## src/rtl/arp_resolver_pkg.sv

```systemverilog
// Shared constants, state encodings and address helpers for the ARP resolver.
package arp_resolver_pkg;

    localparam logic [2:0] StIdle     = 3'd0;
    localparam logic [2:0] StQuery    = 3'd1;
    localparam logic [2:0] StWaitQ    = 3'd2;
    localparam logic [2:0] StSend     = 3'd3;
    localparam logic [2:0] StWaitRply = 3'd4;
    localparam logic [2:0] StResp     = 3'd5;

    localparam logic [47:0] BCAST_MAC = 48'hFFFF_FFFF_FFFF;
    localparam logic [31:0] IP_BCAST  = 32'hFFFF_FFFF;

    typedef struct packed {
        logic        error;
        logic [47:0] mac;
    } resp_t;

    // Limited broadcast or directed broadcast for the local subnet.
    function automatic logic is_bcast(input logic [31:0] ip, input logic [31:0] mask);
        return (ip == IP_BCAST) || ((ip | mask) == IP_BCAST);
    endfunction

    function automatic logic [31:0] next_hop(input logic [31:0] ip, input logic [31:0] self_ip,
                                             input logic [31:0] gw_ip, input logic [31:0] mask);
        return (((ip ^ self_ip) & mask) == 32'd0) ? ip : gw_ip;
    endfunction

endpackage

```

## src/rtl/arp_resolver_retry_timer.sv

```systemverilog
// Loadable down counter with a zero flag; paces ARP request retries.
module arp_resolver_retry_timer #(
    parameter int unsigned Width = 32
) (
    input  logic             clk,
    input  logic             rst,
    input  logic             load_i,
    input  logic [Width-1:0] load_val_i,
    input  logic             dec_i,
    output logic             zero_o
);

    logic [Width-1:0] count_q, count_d;

    always_comb begin
        count_d = count_q;
        if (load_i) begin
            count_d = load_val_i;
        end else if (dec_i && (count_q != '0)) begin
            count_d = count_q - 1'b1;
        end
    end

    always_ff @(posedge clk) begin
        if (rst) begin
            count_q <= '0;
        end else begin
            count_q <= count_d;
        end
    end

    assign zero_o = (count_q == '0);

endmodule

```

## src/rtl/arp_resolver.sv

```systemverilog
// Next-hop resolver: cache lookup, ARP request retries and reply capture.
// Define ARP_RESOLVER_STATS_EN to add saturating hit/miss/timeout counters.
module arp_resolver
    import arp_resolver_pkg::*;
#(
    parameter int unsigned RETRY_COUNT    = 4,
    parameter logic [31:0] RETRY_INTERVAL = 32'd125000
) (
    input  logic        clk,
    input  logic        rst,
    input  logic        req_valid,
    output logic        req_ready,
    input  logic [31:0] req_ip,
    output logic        resp_valid,
    input  logic        resp_ready,
    output logic        resp_error,
    output logic [47:0] resp_mac,
    output logic        cache_qreq_valid,
    input  logic        cache_qreq_ready,
    output logic [31:0] cache_qreq_ip,
    input  logic        cache_qresp_valid,
    output logic        cache_qresp_ready,
    input  logic        cache_qresp_error,
    input  logic [47:0] cache_qresp_mac,
    output logic        cache_wr_valid,
    input  logic        cache_wr_ready,
    output logic [31:0] cache_wr_ip,
    output logic [47:0] cache_wr_mac,
    input  logic        rx_reply_valid,
    input  logic [31:0] rx_reply_ip,
    input  logic [47:0] rx_reply_mac,
    output logic        tx_req_valid,
    input  logic        tx_req_ready,
    output logic [31:0] tx_req_ip,
    input  logic [31:0] local_ip,
    input  logic [31:0] gateway_ip,
    input  logic [31:0] subnet_mask
`ifdef ARP_RESOLVER_STATS_EN
    ,
    output logic [15:0] stat_hit,
    output logic [15:0] stat_miss,
    output logic [15:0] stat_timeout
`endif
);

    localparam logic [3:0] RetryMax = 4'(RETRY_COUNT);

    logic [2:0]  state_q, state_d;
    logic [31:0] lookup_ip_q, lookup_ip_d;
    logic [3:0]  retry_cnt_q, retry_cnt_d;
    resp_t       resp_q, resp_d;

    logic req_ready_q, cache_qreq_valid_q, cache_qresp_ready_q, tx_req_valid_q, resp_valid_q;

    logic        wr_valid_q;
    logic [31:0] wr_ip_q;
    logic [47:0] wr_mac_q;

    logic timer_load, timer_dec, timer_zero;

    logic req_fire, qreq_fire, qresp_fire, tx_fire, resp_fire, reply_match;

    assign req_fire    = req_valid && req_ready_q;
    assign qreq_fire   = cache_qreq_valid_q && cache_qreq_ready;
    assign qresp_fire  = cache_qresp_valid && cache_qresp_ready_q;
    assign tx_fire     = tx_req_valid_q && tx_req_ready;
    assign resp_fire   = resp_valid_q && resp_ready;
    assign reply_match = rx_reply_valid && (rx_reply_ip == lookup_ip_q);

    arp_resolver_retry_timer #(
        .Width (32)
    ) u_retry_timer (
        .clk        (clk),
        .rst        (rst),
        .load_i     (timer_load),
        .load_val_i (RETRY_INTERVAL),
        .dec_i      (timer_dec),
        .zero_o     (timer_zero)
    );

    always_comb begin
        state_d     = state_q;
        lookup_ip_d = lookup_ip_q;
        retry_cnt_d = retry_cnt_q;
        resp_d      = resp_q;
        timer_load  = 1'b0;
        timer_dec   = 1'b0;
        unique case (state_q)
            StIdle: begin
                if (req_fire) begin
                    lookup_ip_d = next_hop(req_ip, local_ip, gateway_ip, subnet_mask);
                    if (is_bcast(req_ip, subnet_mask)) begin
                        resp_d  = '{error: 1'b0, mac: BCAST_MAC};
                        state_d = StResp;
                    end else begin
                        state_d = StQuery;
                    end
                end
            end
            StQuery: begin
                if (qreq_fire) begin
                    state_d = StWaitQ;
                end
            end
            StWaitQ: begin
                if (qresp_fire) begin
                    if (cache_qresp_error) begin
                        retry_cnt_d = 4'd0;
                        state_d     = StSend;
                    end else begin
                        resp_d  = '{error: 1'b0, mac: cache_qresp_mac};
                        state_d = StResp;
                    end
                end
            end
            StSend: begin
                if (tx_fire) begin
                    retry_cnt_d = retry_cnt_q + 4'd1;
                    timer_load  = 1'b1;
                    state_d     = StWaitRply;
                end
            end
            StWaitRply: begin
                timer_dec = 1'b1;
                // A matching reply wins over a timeout landing in the same cycle.
                if (reply_match) begin
                    resp_d  = '{error: 1'b0, mac: rx_reply_mac};
                    state_d = StResp;
                end else if (timer_zero) begin
                    if (retry_cnt_q < RetryMax) begin
                        state_d = StSend;
                    end else begin
                        resp_d  = '{error: 1'b1, mac: 48'd0};
                        state_d = StResp;
                    end
                end
            end
            StResp: begin
                if (resp_fire) begin
                    state_d = StIdle;
                end
            end
            default: state_d = StIdle;
        endcase
    end

    // Handshake outputs are registered from the next state so no ready feeds a valid.
    always_ff @(posedge clk) begin
        if (rst) begin
            state_q             <= StIdle;
            lookup_ip_q         <= 32'd0;
            retry_cnt_q         <= 4'd0;
            resp_q              <= '0;
            req_ready_q         <= 1'b0;
            cache_qreq_valid_q  <= 1'b0;
            cache_qresp_ready_q <= 1'b0;
            tx_req_valid_q      <= 1'b0;
            resp_valid_q        <= 1'b0;
        end else begin
            state_q             <= state_d;
            lookup_ip_q         <= lookup_ip_d;
            retry_cnt_q         <= retry_cnt_d;
            resp_q              <= resp_d;
            req_ready_q         <= (state_d == StIdle);
            cache_qreq_valid_q  <= (state_d == StQuery);
            cache_qresp_ready_q <= (state_d == StWaitQ);
            tx_req_valid_q      <= (state_d == StSend);
            resp_valid_q        <= (state_d == StResp);
        end
    end

    // One-deep cache write buffer; a new reply always replaces a pending one.
    always_ff @(posedge clk) begin
        if (rst) begin
            wr_valid_q <= 1'b0;
            wr_ip_q    <= 32'd0;
            wr_mac_q   <= 48'd0;
        end else if (rx_reply_valid) begin
            wr_valid_q <= 1'b1;
            wr_ip_q    <= rx_reply_ip;
            wr_mac_q   <= rx_reply_mac;
        end else if (wr_valid_q && cache_wr_ready) begin
            wr_valid_q <= 1'b0;
        end
    end

`ifdef ARP_RESOLVER_STATS_EN
    logic        ev_hit, ev_miss, ev_timeout;
    logic [15:0] stat_hit_q, stat_miss_q, stat_timeout_q;

    assign ev_hit     = (state_q == StWaitQ) && qresp_fire && !cache_qresp_error;
    assign ev_miss    = (state_q == StWaitQ) && qresp_fire && cache_qresp_error;
    assign ev_timeout = (state_q != StResp) && (state_d == StResp) && resp_d.error;

    always_ff @(posedge clk) begin
        if (rst) begin
            stat_hit_q     <= 16'd0;
            stat_miss_q    <= 16'd0;
            stat_timeout_q <= 16'd0;
        end else begin
            if (ev_hit && (stat_hit_q != 16'hFFFF)) begin
                stat_hit_q <= stat_hit_q + 16'd1;
            end
            if (ev_miss && (stat_miss_q != 16'hFFFF)) begin
                stat_miss_q <= stat_miss_q + 16'd1;
            end
            if (ev_timeout && (stat_timeout_q != 16'hFFFF)) begin
                stat_timeout_q <= stat_timeout_q + 16'd1;
            end
        end
    end

    assign stat_hit     = stat_hit_q;
    assign stat_miss    = stat_miss_q;
    assign stat_timeout = stat_timeout_q;
`endif

    assign req_ready         = req_ready_q;
    assign resp_valid        = resp_valid_q;
    assign resp_error        = resp_q.error;
    assign resp_mac          = resp_q.mac;
    assign cache_qreq_valid  = cache_qreq_valid_q;
    assign cache_qreq_ip     = lookup_ip_q;
    assign cache_qresp_ready = cache_qresp_ready_q;
    assign cache_wr_valid    = wr_valid_q;
    assign cache_wr_ip       = wr_ip_q;
    assign cache_wr_mac      = wr_mac_q;
    assign tx_req_valid      = tx_req_valid_q;
    assign tx_req_ip         = lookup_ip_q;

endmodule

```

## config.mk

```make
export PLATFORM = sky130hd
export DESIGN_NAME = arp_resolver
export DESIGN_NICKNAME = d
export VERILOG_FILES = /design/src/rtl/arp_resolver_pkg.sv /design/src/rtl/arp_resolver_retry_timer.sv /design/src/rtl/arp_resolver.sv
export SDC_FILE = /design/constraint.sdc
export NUM_CORES = 1
export LEC_CHECK = 0
export ABC_AREA = 1
export BUFFER_PORTS_ARGS = -buffer_cell sky130_fd_sc_hd__buf_2
export CAP_MARGIN = 20
export CORE_MARGIN = 1
export CORE_UTILIZATION = 30
export DETAILED_ROUTE_END_ITERATION = 8
export HOLD_SLACK_MARGIN = 0.02
export PLACE_DENSITY = 0.66
export SKIP_CTS_REPAIR_TIMING = 1
export SYNTH_ARGS = -nofsm -noshare
export SYNTH_HDL_FRONTEND = slang
export SYNTH_SLANG_ARGS = --single-unit
```

## constraint.sdc

```tcl
create_clock -name clk -period 1.9 [get_ports clk]
set_clock_uncertainty 0.05 [all_clocks]
set_input_delay 0.095 -clock clk [delete_from_list [all_inputs] [get_ports clk]]
set_output_delay 0.095 -clock clk [all_outputs]
set_load 0.005 [all_outputs]
```

==> flow_metrics.env, run 1 <==
export IMPL_ys_seq_elements=206
export IMPL_violations="negative hold slack, negative setup slack"
export IMPL_slew_headroom=0.516
export IMPL_critPathRequiredTime_ns=2.32
export IMPL_maxCapViolCount=0
export IMPL_max_freq_mhz=512
export IMPL_synthArstFlopShare=0
export IMPL_numCtsBuffers=25
export IMPL_ir_worst_vdd_uv=454
export IMPL_nNetsFinal=2981
export IMPL_status="finished, violations left"
export IMPL_ant_nets=0
export IMPL_reg2reg_from="cache_qreq_ip[14]$_SDFFE_PP0P_"
export IMPL_setup_viol=39
export IMPL_grt_pass1_vias=13600
export IMPL_hold_path_class="in -> reg"
export IMPL_die_w_um=199
export IMPL_antenna_found_initial=7
export IMPL_grt_setup_unrepaired="true"
export IMPL_gr_total_overflow=0
export IMPL_power_density_mw_per_mm2=666
export IMPL_h_tree_depth=1
export IMPL_yosysUniqueCellTypes=39
export IMPL_fp_dieArea_sq_mm=0.0395
export IMPL_leakage_uw=0.0100
export IMPL_fp_dieH_um=199
export IMPL_cp_arrival_ns=2.37
export IMPL_placedCellCount=2997
export IMPL_dr_pass1_iters=8
export IMPL_clock_latency_ns=0.54
export IMPL_rr_worst_depth=12
export IMPL_syn_avg_cell_area_sq_um=6.09
export IMPL_yosysSeqAreaShare=0.355
export IMPL_r2r_slack_ns=-0.05
export IMPL_whs_ns=-0.0126
export IMPL_endpoint="resp_mac[4]$_SDFFE_PP0P_"
export IMPL_clockBufferDepth=3
export IMPL_startpoint="cache_qreq_ip[14]$_SDFFE_PP0P_"
export IMPL_mappedNetlistNets=2179
export IMPL_core_sq_mm=0.0379
export IMPL_worstSetupPathType="reg -> reg"
export IMPL_placed_area_sq_mm=0.0158
export IMPL_clock_sinks=206
export IMPL_vias=15600
export IMPL_area_delta_synth_final_pct=65.0
export IMPL_drc=0
export IMPL_dp_hpwl_um=40900
export IMPL_period_needed_ns=1.95
export IMPL_finalSetupTns_ns=-0.753
export IMPL_tightest_slew_ns=0.727
export IMPL_hold_viol=2
export IMPL_syn_area_sq_mm=0.0116
export IMPL_endpoint_kind="register"
export IMPL_met2_usage=0.440
export IMPL_maxSlewViolCount=0
export IMPL_yosysWarnings=0
export IMPL_wl_um=55700
export IMPL_fin_crit_sh=1.03
export IMPL_fin_ws_ns=-0.0526
export IMPL_gp_congestion=0.960
export IMPL_global_route_usage_met3=0.0536
export IMPL_synth_main_ff_cell="dfxtp_1"
export IMPL_clkTransAtPathRegs_ns=0.06
export IMPL_pin_count=465
export IMPL_synth_edf_count=0
export IMPL_stdcell_area_sq_mm=0.0192
export IMPL_fp_row_count=71
export IMPL_drive_gt1_frac=0.330
export IMPL_start_util=0.306
export IMPL_instances_no_fill=3244
export IMPL_wire_per_inst_um=17.2
export IMPL_portBuffers=464
export IMPL_cts_tree="built"
export IMPL_busiest_layer="met2"
export IMPL_grt_pass1_wl_um=75500
export IMPL_drt_iter0_markers=1029
export IMPL_syn_inst=1910
export IMPL_ctsRootBufferMaster="clkbuf_16"
export IMPL_setup_worst_path_start_class="register"
export IMPL_grt_usage=0.248
export IMPL_met1_usage=0.281
export IMPL_r2r_end="resp_mac[4]$_SDFFE_PP0P_"
export IMPL_cp_max_fo=8
export IMPL_routed_via_density=4.79
export IMPL_grt_max_degree=61
[layout by cell type (no fill, tap or decap), types with 4 or more instances in the layout]
cell type,n
dfxtp_1,179
xor2_1,6
a21oi_1,137
clkbuf_16,29
clkinvlp_4,4
nand3_1,100
or2_1,6
buf_2,463
clkinv_2,5
dfxtp_2,25
buf_6,8
inv_2,14
nor2_1,325
nand2_2,26
dlygate4sd3_1,176
o21a_1,9
buf_4,229
clkbuf_8,5
nand2_1,435
o21ai_1,9
or2_2,5
o21ai_0,169
or2_0,4
xnor2_1,11
buf_12,13
nand4_1,22
inv_1,212
a31oi_1,5
nor2_2,30
nor2_4,13
nor3_1,7
[cells in the mapped netlist, types with 2 or more instances]
cell type / number / area [sq um]
a31oi_1: 5 / 31.3
dfxtp_1: 206 / 4120
nor2_1: 362 / 1360
nand3_1: 104 / 521
buf_6: 5 / 56.3
buf_1: 6 / 22.5
or2_0: 4 / 25.0
nor3b_1: 2 / 15.0
xor2_1: 7 / 61.3
a211oi_1: 2 / 15.0
nor2_2: 6 / 37.5
nand4_1: 22 / 138
nand2_1: 463 / 1740
nor4_1: 3 / 18.8
clkbuf_1: 50 / 188
o21a_1: 9 / 67.6
inv_1: 222 / 833
nand3b_1: 2 / 15.0
a21oi_1: 138 / 691
xnor2_1: 15 / 131
nor3_1: 10 / 50.1
or2_1: 6 / 37.5
ha_1: 3 / 37.5
inv_2: 5 / 18.8
o21ai_0: 175 / 876
o21ai_1: 3 / 15.0
buf_2: 24 / 120
buf_4: 35 / 263
o21ai_2: 2 / 17.5
or2_2: 5 / 31.3
[worst max-delay path: stages (launching register included)]
cell and delay [ns]:
dfxtp_2 0.35, xnor2_4 0.20, nand3_1 0.09, nor2_1 0.12
nand2_1 0.07, nor2_2 0.17, nand2_4 0.14, nand3_4 0.14
nand2_8 0.12, buf_12 0.19, nand2_4 0.07, nand2_2 0.05
nor2_2 0.11
[cell families after synthesis]
family | count (synthesis) | share of synthesized area
xor+xnor | 22 | 0.0166
buf+inv | 348 | 0.129
simple gates | 993 | 0.346
flops | 206 | 0.355
compound gates | 338 | 0.150
fa+ha+maj | 3 | 0.00323
[worst min-delay path by stage]
stage	from	to	slack [ns]	depth (start not counted)
final	req_ip[5]	cache_qreq_ip[5]$_SDFFE_PP0P_	-0.01	5
after global routing	req_ip[5]	cache_qreq_ip[5]$_SDFFE_PP0P_	0.03	5
after CTS	rx_reply_mac[36]	cache_wr_mac[36]$_SDFFE_PP0P_	-0.28	3
after detailed placement	rx_reply_mac[1]	cache_wr_mac[1]$_SDFFE_PP0P_	0.30	3
after global placement	rx_reply_mac[15]	cache_wr_mac[15]$_SDFFE_PP0P_	0.29	3
after floorplan	rx_reply_ip[0]	cache_wr_ip[0]$_SDFFE_PP0P_	0.18	2
[layer usage]
metal,vias to the layer above,routed length (um)
met5,-,68
met4,10,2990
met3,174,4130
met2,720,27500
met1,7048,21000
li1,7598,-
[flip-flops by register name, indices dropped and copies added, names as in the netlist]
name and count:
retry_cnt_q 4, cache_qreq_valid 1, u_retry_timer.count_q 32, resp_error 1, cache_wr_valid 1, resp_mac 48, cache_wr_mac 48, req_ready 1
resp_valid 1, cache_qreq_ip 32, cache_qresp_ready 1, state_q 3, cache_wr_ip 32, tx_req_valid 1
[power by group]
part / leakage, uW / total, uW / switching (uW) / internal, uW
registers: 0.00170 / 4870 / 208 / 4660
clock network: 0.000391 / 4750 / 2000 / 2750
logic: 0.00792 / 3150 / 1630 / 1520
[through the flow]
stage | setup WS, ns | total power [uW] | util | hold WS, ns
final | -0.0526 | 12800 | 0.506 | -0.0126
after global routing | -0.178 | 13300 | 0.506 | 0.0260
after CTS | -0.416 | 12300 | 0.438 | -0.277
after detailed placement | -0.376 | 7550 | 0.417 | 0.295
after global placement | -0.463 | 7520 | 0.417 | 0.290
after floorplan | 0.167 | 6100 | - | 0.180
[area by class of cell]
| class | instances | area, sq um |
|---|---|---|
| Sequential cell | 206 | 4160 |
| Timing Repair Buffer | 894 | 6260 |
| Clock buffer | 33 | 706 |
| Clock inverter | 12 | 103 |
| Multi-Input combinational cell | 1357 | 6440 |
| Tap cell | 511 | 639 |
| Antenna cell | 3 | 7.51 |
| Fill cell | 3730 | 18800 |
| Inverter | 228 | 858 |
No activity file was read; power rests on OpenSTA's default activity.
==> inputs of run 2 (changes only) <==
Settings changed: CELL_PAD_IN_SITES_DETAIL_PLACEMENT set to 2, CELL_PAD_IN_SITES_GLOBAL_PLACEMENT set to 2, CORE_UTILIZATION 30 to 24, CTS_BUF_LIST set to sky130_fd_sc_hd__clkbuf_16, PLACE_DENSITY 0.66 to 0.92.
==> flow_metrics.env, run 2 (same netlist as run 1, synthesis figures left out) <==
export IMPL_h_tree_depth=1
export IMPL_busiest_layer="met2"
export IMPL_drive_gt1_frac=0.351
export IMPL_clkTransAtPathRegs_ns=0.07
export IMPL_grt_setup_unrepaired="true"
export IMPL_nNetsFinal=2974
export IMPL_r2r_end="resp_mac[40]$_SDFFE_PP0P_"
export IMPL_fin_crit_sh=1.38
export IMPL_setup_viol=110
export IMPL_cpMostUsedCell="nor2_2"
export IMPL_wire_per_inst_um=27.7
export IMPL_power_frac_seq=0.345
export IMPL_critPathRequiredTime_ns=2.32
export IMPL_hold_end="state_q[1]$_SDFF_PP0_"
export IMPL_cts_tree="built"
export IMPL_finalSetupTns_ns=-36.06
export IMPL_cp_arrival_ns=3.03
export IMPL_clock_sinks=206
export IMPL_internal_power_uw=9370
export IMPL_met2_usage=0.512
export IMPL_portBuffers=464
export IMPL_met1_usage=0.256
export IMPL_routed_via_density=5.28
export IMPL_hold_viol=0
export IMPL_reg2reg_from="cache_qreq_ip[11]$_SDFFE_PP0P_"
export IMPL_worstSetupPathType="reg -> reg"
export IMPL_slowest_delay_ns=0.56
export IMPL_path_buf_inv=2
export IMPL_instances_no_fill=3366
export IMPL_fp_dieArea_sq_mm=0.0493
export IMPL_status="finished, violations left"
export IMPL_gp_congestion=0.916
export IMPL_rr_worst_depth=12
export IMPL_vias=17800
export IMPL_placedCellCount=3088
export IMPL_clock_latency_ns=0.58
export IMPL_numCtsBuffers=27
export IMPL_startpoint="cache_qreq_ip[11]$_SDFFE_PP0P_"
export IMPL_r2r_slack_ns=-0.72
export IMPL_antenna_found_initial=29
export IMPL_crit_slowest_cell="dfxtp_1"
export IMPL_clockBufferDepth=3
export IMPL_holdCritStartpoint="tx_req_ready"
export IMPL_grt_usage=0.259
export IMPL_fp_row_count=80
export IMPL_drt_iter0_markers=863
export IMPL_pin_count=465
export IMPL_pwr_share_comb=0.264
export IMPL_core_sq_mm=0.0477
export IMPL_slew_headroom=0.483
export IMPL_placed_area_sq_mm=0.0159
export IMPL_maxSlewViolCount=0
export IMPL_ant_nets=0
export IMPL_grt_pass1_wl_um=98900
export IMPL_gr_total_overflow=0
export IMPL_holdPathStages=6
export IMPL_ir_worst_vdd_uv=684
export IMPL_fp_dieH_um=222
export IMPL_layout_common_cells="buf_2 (463), nand2_1 (408), nor2_1 (300)"
export IMPL_endpoint_kind="register"
export IMPL_stdcell_area_sq_mm=0.0196
export IMPL_grt_pass1_vias=17100
export IMPL_p_total_uw=14400
export IMPL_p_switching_uw=5010
export IMPL_die_w_um=222
export IMPL_switching_share=0.348
export IMPL_area_delta_synth_final_pct=68.5
export IMPL_start_util=0.243
export IMPL_leakage_uw=0.0101
export IMPL_power_density_mw_per_mm2=734
export IMPL_dp_hpwl_um=54200
export IMPL_hold_path_class="in -> reg"
export IMPL_drc=0
export IMPL_crit_chain="inv_1 > nand2_1 > nand4_1 > nor2_1 > nand2_1 > nor2_2 > nand2_4 > nand3_4 > nand2_8 > buf_12 > nor2_2 > nor2_2"
export IMPL_tightest_slew_ns=0.775
export IMPL_max_freq_mhz=382
export IMPL_ctsRootBufferMaster="clkbuf_16"
export IMPL_cp_max_fo=8
export IMPL_setup_worst_path_start_class="register"
export IMPL_path_delay_family="simple AND/OR/NAND/NOR gates"
export IMPL_violations="negative setup slack"
export IMPL_global_route_usage_met3=0.0482
export IMPL_fin_ws_ns=-0.716
export IMPL_maxCapViolCount=0
export IMPL_final_common_cell="buf_2"
export IMPL_p_clk_frac=0.392
export IMPL_period_needed_ns=2.62
export IMPL_wl_um=93200
export IMPL_grt_max_degree=56
export IMPL_dr_pass1_iters=5
## run 2: changes by cell type in the layout (fill, tap and decap cells not counted), sizes merged
| cell | before | now |
|---|---|---|
| diode | 3 | 25 |
| clkbuf | 37 | 33 |
| clkinvlp | 4 | 3 |
| dlygate4sd3 | 176 | 177 |
| buf | 714 | 702 |
| bufinv | 1 | 4 |
| clkinv | 7 | 16 |
## run 2: layout make-up
| type | count | area [sq um] |
|---|---|---|
| fillers | 5620 | 28200 |
| multi-input cells | 1357 | 6610 |
| repair buffers | 885 | 6200 |
| flip-flops and latches | 206 | 4180 |
| inverters | 228 | 863 |
| well taps | 615 | 769 |
| clock buffers | 27 | 676 |
| clock inverters | 23 | 233 |
| diodes | 25 | 62.6 |
## run 2: how the worst max path moves through the flow
stage,end,slack (ns),cells after the start
6_report,resp_mac[40]$_SDFFE_PP0P_,-0.72,12
5_1_grt,resp_mac[40]$_SDFFE_PP0P_,-0.74,12
4_1_cts,resp_mac[36]$_SDFFE_PP0P_,-0.40,12
3_5_place_dp,resp_mac[36]$_SDFFE_PP0P_,-0.37,12
3_3_place_gp,resp_mac[34]$_SDFFE_PP0P_,-0.27,10
2_1_floorplan,u_retry_timer.count_q[24]$_SDFFE_PP0P_,0.17,11
## run 2: worst register-to-register path: stages (launching register included)
cell,delay (ns)
dfxtp_1,0.56
inv_1,0.16
nand2_1,0.14
nand4_1,0.12
nor2_1,0.16
nand2_1,0.15
nor2_2,0.19
nand2_4,0.13
nand3_4,0.18
nand2_8,0.13
buf_12,0.17
nor2_2,0.29
nor2_2,0.08
## run 2: layer usage
layer	vias up	wire length [um]	share of wire
met5	-	65	0.00070
met4	10	10200	0.11
met3	575	6150	0.066
met2	950	47300	0.51
met1	8644	29500	0.32
li1	7582	-	-
## run 2: power by group through the flow
stage          Combinational, uW  Clock [uW]  Sequential (uW)
6_report                    3790        5630             4950
3_5_place_dp                2820           0             4960
3_3_place_gp                2640           0             4910
4_1_cts                     2850        5490             4870
5_1_grt                     3950        5820             4970
2_1_floorplan               1150           0             4950
## run 2: stage by stage
step | worst slack, ns | utilization | hold slack, ns
detailed placement | -0.372 | 0.332 | 0.301
floorplan | 0.167 | - | 0.180
global route | -0.739 | 0.410 | 0.0481
finish | -0.716 | 0.410 | 0.0159
CTS | -0.403 | 0.351 | -0.297
global placement | -0.275 | 0.332 | 0.292
